$ cat src/rtl/pipe_hazard_ctrl.sv
// Hazard, stall and forwarding control for the 5-stage RV32I pipeline.
// Shadows ID/EX, EX/MEM, MEM/WB hazard fields to drive enables, flushes and forwards.
module pipe_hazard_ctrl #(
   parameter int REG_AW   = 5,
   parameter bit FWD_EN   = 1'b1,
   parameter int BR_STAGE = 2,
   parameter int CNT_W    = 16
) (
   input  logic              clk,
   input  logic              rst,
   input  logic              id_valid,
   input  logic [REG_AW-1:0] id_rs1,
   input  logic [REG_AW-1:0] id_rs2,
   input  logic              id_use_rs1,
   input  logic              id_use_rs2,
   input  logic [REG_AW-1:0] id_rd,
   input  logic              id_regwrite,
   input  logic              id_memread,
   input  logic              id_memop,
   input  logic              br_taken,
   input  logic              imem_ready,
   input  logic              dmem_ready,
   output logic              pc_en,
   output logic              ifid_en,
   output logic              idex_en,
   output logic              exmem_en,
   output logic              memwb_en,
   output logic              ifid_flush,
   output logic              idex_flush,
   output logic              exmem_flush,
   output logic [1:0]        fwd_a,
   output logic [1:0]        fwd_b,
   output logic [CNT_W-1:0]  stall_cnt,
   output logic [CNT_W-1:0]  flush_cnt
);

   typedef struct packed {
      logic              valid;
      logic [REG_AW-1:0] rd;
      logic [REG_AW-1:0] rs1;
      logic [REG_AW-1:0] rs2;
      logic              use_rs1;
      logic              use_rs2;
      logic              regwrite;
      logic              memread;
      logic              memop;
   } stage_t;

   localparam logic [CNT_W-1:0] CNT_ONE = CNT_W'(1);

   stage_t id_s, ex_q, mem_q, wb_q;

   logic raw_ex, raw_mem, raw_wb;
   logic dmem_stall, load_use, lu_hit;
   logic r_dmem, r_br, r_lu, r_imem;
   logic stall_inc, flush_inc;
   logic unused_ok;

   function automatic logic hit(stage_t s, logic [REG_AW-1:0] r);
      return s.valid & s.regwrite & (s.rd == r) & (r != '0);
   endfunction

   function automatic logic [1:0] fsel(stage_t m, stage_t w,
                                       logic u, logic [REG_AW-1:0] r);
      if (!FWD_EN || !u) return 2'b00;
      if (hit(m, r))     return 2'b10;
      if (hit(w, r))     return 2'b01;
      return 2'b00;
   endfunction

   always_comb begin
      id_s          = '0;
      id_s.valid    = id_valid;
      id_s.rd       = id_rd;
      id_s.rs1      = id_rs1;
      id_s.rs2      = id_rs2;
      id_s.use_rs1  = id_use_rs1;
      id_s.use_rs2  = id_use_rs2;
      id_s.regwrite = id_regwrite;
      id_s.memread  = id_memread;
      id_s.memop    = id_memop;
   end

   assign raw_ex  = (id_use_rs1 & hit(ex_q, id_rs1))
                  | (id_use_rs2 & hit(ex_q, id_rs2));
   assign raw_mem = (id_use_rs1 & hit(mem_q, id_rs1))
                  | (id_use_rs2 & hit(mem_q, id_rs2));
   assign raw_wb  = (id_use_rs1 & hit(wb_q, id_rs1))
                  | (id_use_rs2 & hit(wb_q, id_rs2));

   assign dmem_stall = mem_q.valid & mem_q.memop & ~dmem_ready;
   assign load_use   = FWD_EN ? (raw_ex & ex_q.memread)
                              : (raw_ex | raw_mem | raw_wb);
   assign lu_hit     = load_use & id_valid;

   // One-hot rule select, highest priority first
   assign r_dmem = dmem_stall;
   assign r_br   = ~dmem_stall & br_taken;
   assign r_lu   = ~dmem_stall & ~br_taken & lu_hit;
   assign r_imem = ~dmem_stall & ~br_taken & ~lu_hit & ~imem_ready;

   assign stall_inc = r_dmem | r_lu | r_imem;
   assign flush_inc = r_br;

   always_comb begin
      pc_en       = 1'b1;
      ifid_en     = 1'b1;
      idex_en     = 1'b1;
      exmem_en    = 1'b1;
      memwb_en    = 1'b1;
      ifid_flush  = 1'b0;
      idex_flush  = 1'b0;
      exmem_flush = 1'b0;
      unique case (1'b1)
         r_dmem: begin
            pc_en    = 1'b0;
            ifid_en  = 1'b0;
            idex_en  = 1'b0;
            exmem_en = 1'b0;
            memwb_en = 1'b0;
         end
         r_br: begin
            ifid_flush  = 1'b1;
            idex_flush  = 1'b1;
            exmem_flush = (BR_STAGE == 3);
         end
         r_lu: begin
            pc_en      = 1'b0;
            ifid_en    = 1'b0;
            idex_flush = 1'b1;
         end
         r_imem: begin
            pc_en      = 1'b0;
            ifid_flush = 1'b1;
         end
         default: ;
      endcase
   end

   assign fwd_a = fsel(mem_q, wb_q, ex_q.use_rs1, ex_q.rs1);
   assign fwd_b = fsel(mem_q, wb_q, ex_q.use_rs2, ex_q.rs2);

   // A stage that advances while its upstream holds takes a bubble
   always_ff @(posedge clk or negedge rst) begin
      if (!rst) begin
         ex_q      <= '0;
         mem_q     <= '0;
         wb_q      <= '0;
         stall_cnt <= '0;
         flush_cnt <= '0;
      end else begin
         if (idex_en)
            ex_q <= (idex_flush || !ifid_en) ? '0 : id_s;
         if (exmem_en)
            mem_q <= (exmem_flush || !idex_en) ? '0 : ex_q;
         if (memwb_en)
            wb_q <= (!exmem_en) ? '0 : mem_q;
         if (stall_inc && stall_cnt != '1)
            stall_cnt <= stall_cnt + CNT_ONE;
         if (flush_inc && flush_cnt != '1)
            flush_cnt <= flush_cnt + CNT_ONE;
      end
   end

   assign unused_ok = ^{wb_q.rs1, wb_q.rs2, wb_q.use_rs1,
                        wb_q.use_rs2, wb_q.memread, wb_q.memop};

endmodule

$ cat config.mk
export PLATFORM = sky130hd
export DESIGN_NAME = pipe_hazard_ctrl
export DESIGN_NICKNAME = d
export VERILOG_FILES = /design/src/rtl/pipe_hazard_ctrl.sv
export SDC_FILE = /design/constraint.sdc
export NUM_CORES = 1
export LEC_CHECK = 0
export ABC_CLOCK_PERIOD_IN_PS = 6600
export CAP_MARGIN = 20
export CORE_MARGIN = 10
export CORE_UTILIZATION = 30
export CTS_CLUSTER_DIAMETER = 50
export DETAILED_ROUTE_END_ITERATION = 8
export SYNTH_ARGS = -nofsm -noshare
export SYNTH_HDL_FRONTEND = slang
export SYNTH_SLANG_ARGS = --single-unit
$ cat constraint.sdc
create_clock -name clk -period 6.6 [get_ports clk]
set_input_delay 1.65 -clock clk [delete_from_list [all_inputs] [get_ports clk]]
set_output_delay 1.65 -clock clk [all_outputs]
set_load 0.1 [all_outputs]
==> results.sh <==
export IMPL_synthArstFlopShare_pct=100.0
export IMPL_hold_depth=1
export IMPL_r2r_cells=5
export IMPL_start_util_pct=31.16
export IMPL_grt_pass1_wl_um=14520
export IMPL_drive_gt1_share_pct=11.48
export IMPL_setup_viol=0
export IMPL_tns_ps=0
export IMPL_p_total_w=0.001531
export IMPL_ff2ff_setup_slack_ps=4120
export IMPL_cts_tree="built"
export IMPL_worstSetupPathType="in2out"
export IMPL_relSlewSlack_pct=30.62
export IMPL_rsz0062_at_grt="false"
export IMPL_ios=70
export IMPL_clk_transition_reported_paths_ps=50
export IMPL_synth_edff_count=0
export IMPL_fin_crit_sh_pct=85.74
export IMPL_synth_seq_area_share_pct=49.73
export IMPL_swShare_pct=40.70
export IMPL_ys_flop_type="dfrtp_1"
export IMPL_yosysMostFrequentCell="dfrtp_1"
export IMPL_syn2layout_area_growth_pct=31.33
export IMPL_hold_end="mem_q[0]"
export IMPL_period_needed_ps=5659
export IMPL_yosysWarnings=0
export IMPL_clock_tree_buffer_depth=2
export IMPL_status="finished, final reports clean"
export IMPL_grt_pass1_vias=2703
export IMPL_synthCells=318
export IMPL_fin_skew_ps=8.312
export IMPL_tightest_slew_ps=1033
export IMPL_port_buffers=68
export IMPL_switchingPower_w=0.0006233
export IMPL_die_w_um=126.8
export IMPL_final_max_slew_viol_count=0
export IMPL_yosys_register_bits=68
export IMPL_worstHoldStart="ex_q[0]"
export IMPL_grt_overflow=0
export IMPL_worst_r2r_endpoint="stall_cnt[1]"
export IMPL_hold_buffers=0
export IMPL_hold_slack_ps=464.1
export IMPL_syn_cell_area_mm2=0.003422
export IMPL_syn_nets=346
export IMPL_clkPwrFrac_pct=30.8
export IMPL_dieArea_mm2=0.01608
export IMPL_hp_class="reg2reg"
export IMPL_gp_congestion=0.8130
export IMPL_critPathCaptureType="output port"
export IMPL_postCtsSetupBuffers=0
export IMPL_synth_compound_area_share_pct=9.580
export IMPL_nets=416
export IMPL_insertedDiodeCount=0
export IMPL_critPathRequiredTime_ps=4950
export IMPL_synth_area_leader_cell="dfrtp_1"
export IMPL_synth_distinct_cells=41
export IMPL_cts_resized=0
export IMPL_num_vias=2574
export IMPL_seq_power_share_pct=35.4
export IMPL_cts_buffers_inserted=9
export IMPL_antenna_found_initial=0
export IMPL_peakVddDrop_uv=355.1
export IMPL_synth_fa_ha_area_share_pct=0.7313
export IMPL_start_kind="input port"
export IMPL_drc=0
export IMPL_rr_startpoint="mem_q[20]"
export IMPL_p_int_w=0.0009080
export IMPL_crit_fanout=22
export IMPL_h_tree_depth=3
export IMPL_gr_usage_all_layers_pct=11.14
export IMPL_hpwl_um=6348
export IMPL_max_cap_violations=0
export IMPL_synthSimpleGateAreaFrac_pct=21.17
export IMPL_die_h_um=126.8
export IMPL_rows=38
export IMPL_grt_max_degree=69
export IMPL_yosysTopAreaCellShare_pct=49.73
export IMPL_cp_data_arrival_time_ps=4010
export IMPL_cts_root_buf="clkbuf_16"
export IMPL_initialDrtViolationCount=137
export IMPL_fp_coreArea_mm2=0.01098
export IMPL_ys_top_cells_by_count="dfrtp_1, nand2_1, xnor2_1"
export IMPL_clock_fmax_mhz=176.7
export IMPL_clk_latency_ps=330
export IMPL_syn_avg_cell_area_um2=10.76
export IMPL_pwr_share_comb_pct=33.8
export IMPL_wire_per_inst_um=16.42
export IMPL_first_pass_iters=4
export IMPL_cts_sinks=68
export IMPL_hold_viol_final=0
export IMPL_antenna_left=0
export IMPL_muxShareOfSynthArea_pct=0.9872
export IMPL_synth_top_family_by_area="simple AND/OR/NAND/NOR gates"
export IMPL_synth_area_leaders="dfrtp_1, xnor2_1, a22o_1"
export IMPL_synth_xor_area_share_pct=14.08
export IMPL_leakagePower_nw=1.936
export IMPL_via_per_inst=4.838
export IMPL_n_fill_cell=1076
export IMPL_routed_wirelength_um=8733
export IMPL_power_density_mw_per_mm2=340.7
[worst max path at each step]
stage,end,cells after the start,slack (ps),from
5_1_grt,ifid_flush,8,780,id_rs1[2]
2_1_floorplan,idex_flush,5,940,id_rs1[0]
4_1_cts,ifid_flush,8,950,id_rs1[1]
6_report,ifid_flush,8,940,id_rs1[1]
3_5_place_dp,ifid_flush,8,960,id_rs1[1]
3_3_place_gp,ifid_flush,8,1040,id_rs1[0]
[metal layers]
metal,part of all wire [%],track usage (%),up-vias
met5,0,0,-
met4,1.1,3.014,0
met3,8.6,5.706,10
met2,46,17.10,55
met1,44,13.43,1257
li1,-,-,1252
[registers in the layout, indices dropped and copies added (netlist names)]
signal,count
ex_q,21
flush_cnt,16
stall_cnt,16
mem_q,8
wb_q,7
[layout by cell type (no fill, tap or decap), types with 2 or more instances in the layout]
cell type	n
dfrtp_1	68
clkdlybuf4s50_1	60
nand2_1	48
xnor2_1	37
a22o_1	22
nand3_1	18
xor2_1	18
nor2_1	13
nand4_1	11
buf_4	10
inv_1	9
nor3_2	9
clkbuf_16	9
nand2b_1	6
o2111ai_1	3
and4_1	3
nor3_1	3
nor4_1	3
and2_1	3
mux2_1	3
o41ai_1	2
a2111oi_2	2
a21oi_1	2
or4_1	2
o31a_1	2
o21ai_1	2
ha_1	2
clkinvlp_4	2
[final cells by class]
cell class                 count  area [µm²]  share of cell area [%]
inverter                      11       41.29                  0.9187
timing repair buffer          71       680.7                   15.14
sequential                    68        1702                   37.86
multi-input combinational    227        1603                   35.66
tap                          140       175.2                   3.898
clock buffer                  11       242.7                   5.401
clock inverter                 4       50.05                   1.114
[power groups by stage]
stage	Combinational (W)	Clock, W	Sequential [W]
2_1_floorplan	0.000124	0	0.000801
6_report	0.000518	0.000472	0.000542
3_3_place_gp	0.000519	0	0.000546
4_1_cts	0.000523	0.000482	0.000542
5_1_grt	0.000544	0.000498	0.000553
3_5_place_dp	0.000521	0	0.000547
[kinds of logic after synthesis]
| kind of cell | count (synthesis) |
|---|---|
| AND/OR/NAND/NOR | 129 |
| XOR/XNOR | 55 |
| other | 1 |
| buffers and inverters | 23 |
| adder cells (fa/ha/maj) | 2 |
| multiplexers | 3 |
| flip-flops | 68 |
| AO/OA/AOI/OAI | 37 |
[worst max-delay path, cell delays in order]
cell and delay [ps]:
clkdlybuf4s50_1 540, xnor2_1 140, nand2_1 80, a2111oi_2 650, nor2_1 180, and3_4 320
a22o_1 210, buf_4 230
[through the flow]
stage / util [%] / instance area (µm²) / setup slack (ps) / instances
floorplan: - / 3422 / 937.8 / 318
global placement: 38.25 / 4202 / 1039 / 517
detailed placement: 38.25 / 4202 / 962.5 / 517
CTS: 40.92 / 4494 / 950.3 / 532
global route: 40.92 / 4494 / 783.6 / 532
finish: 40.92 / 4494 / 940.9 / 532
Note: power is estimated with default switching activity, not from simulation.
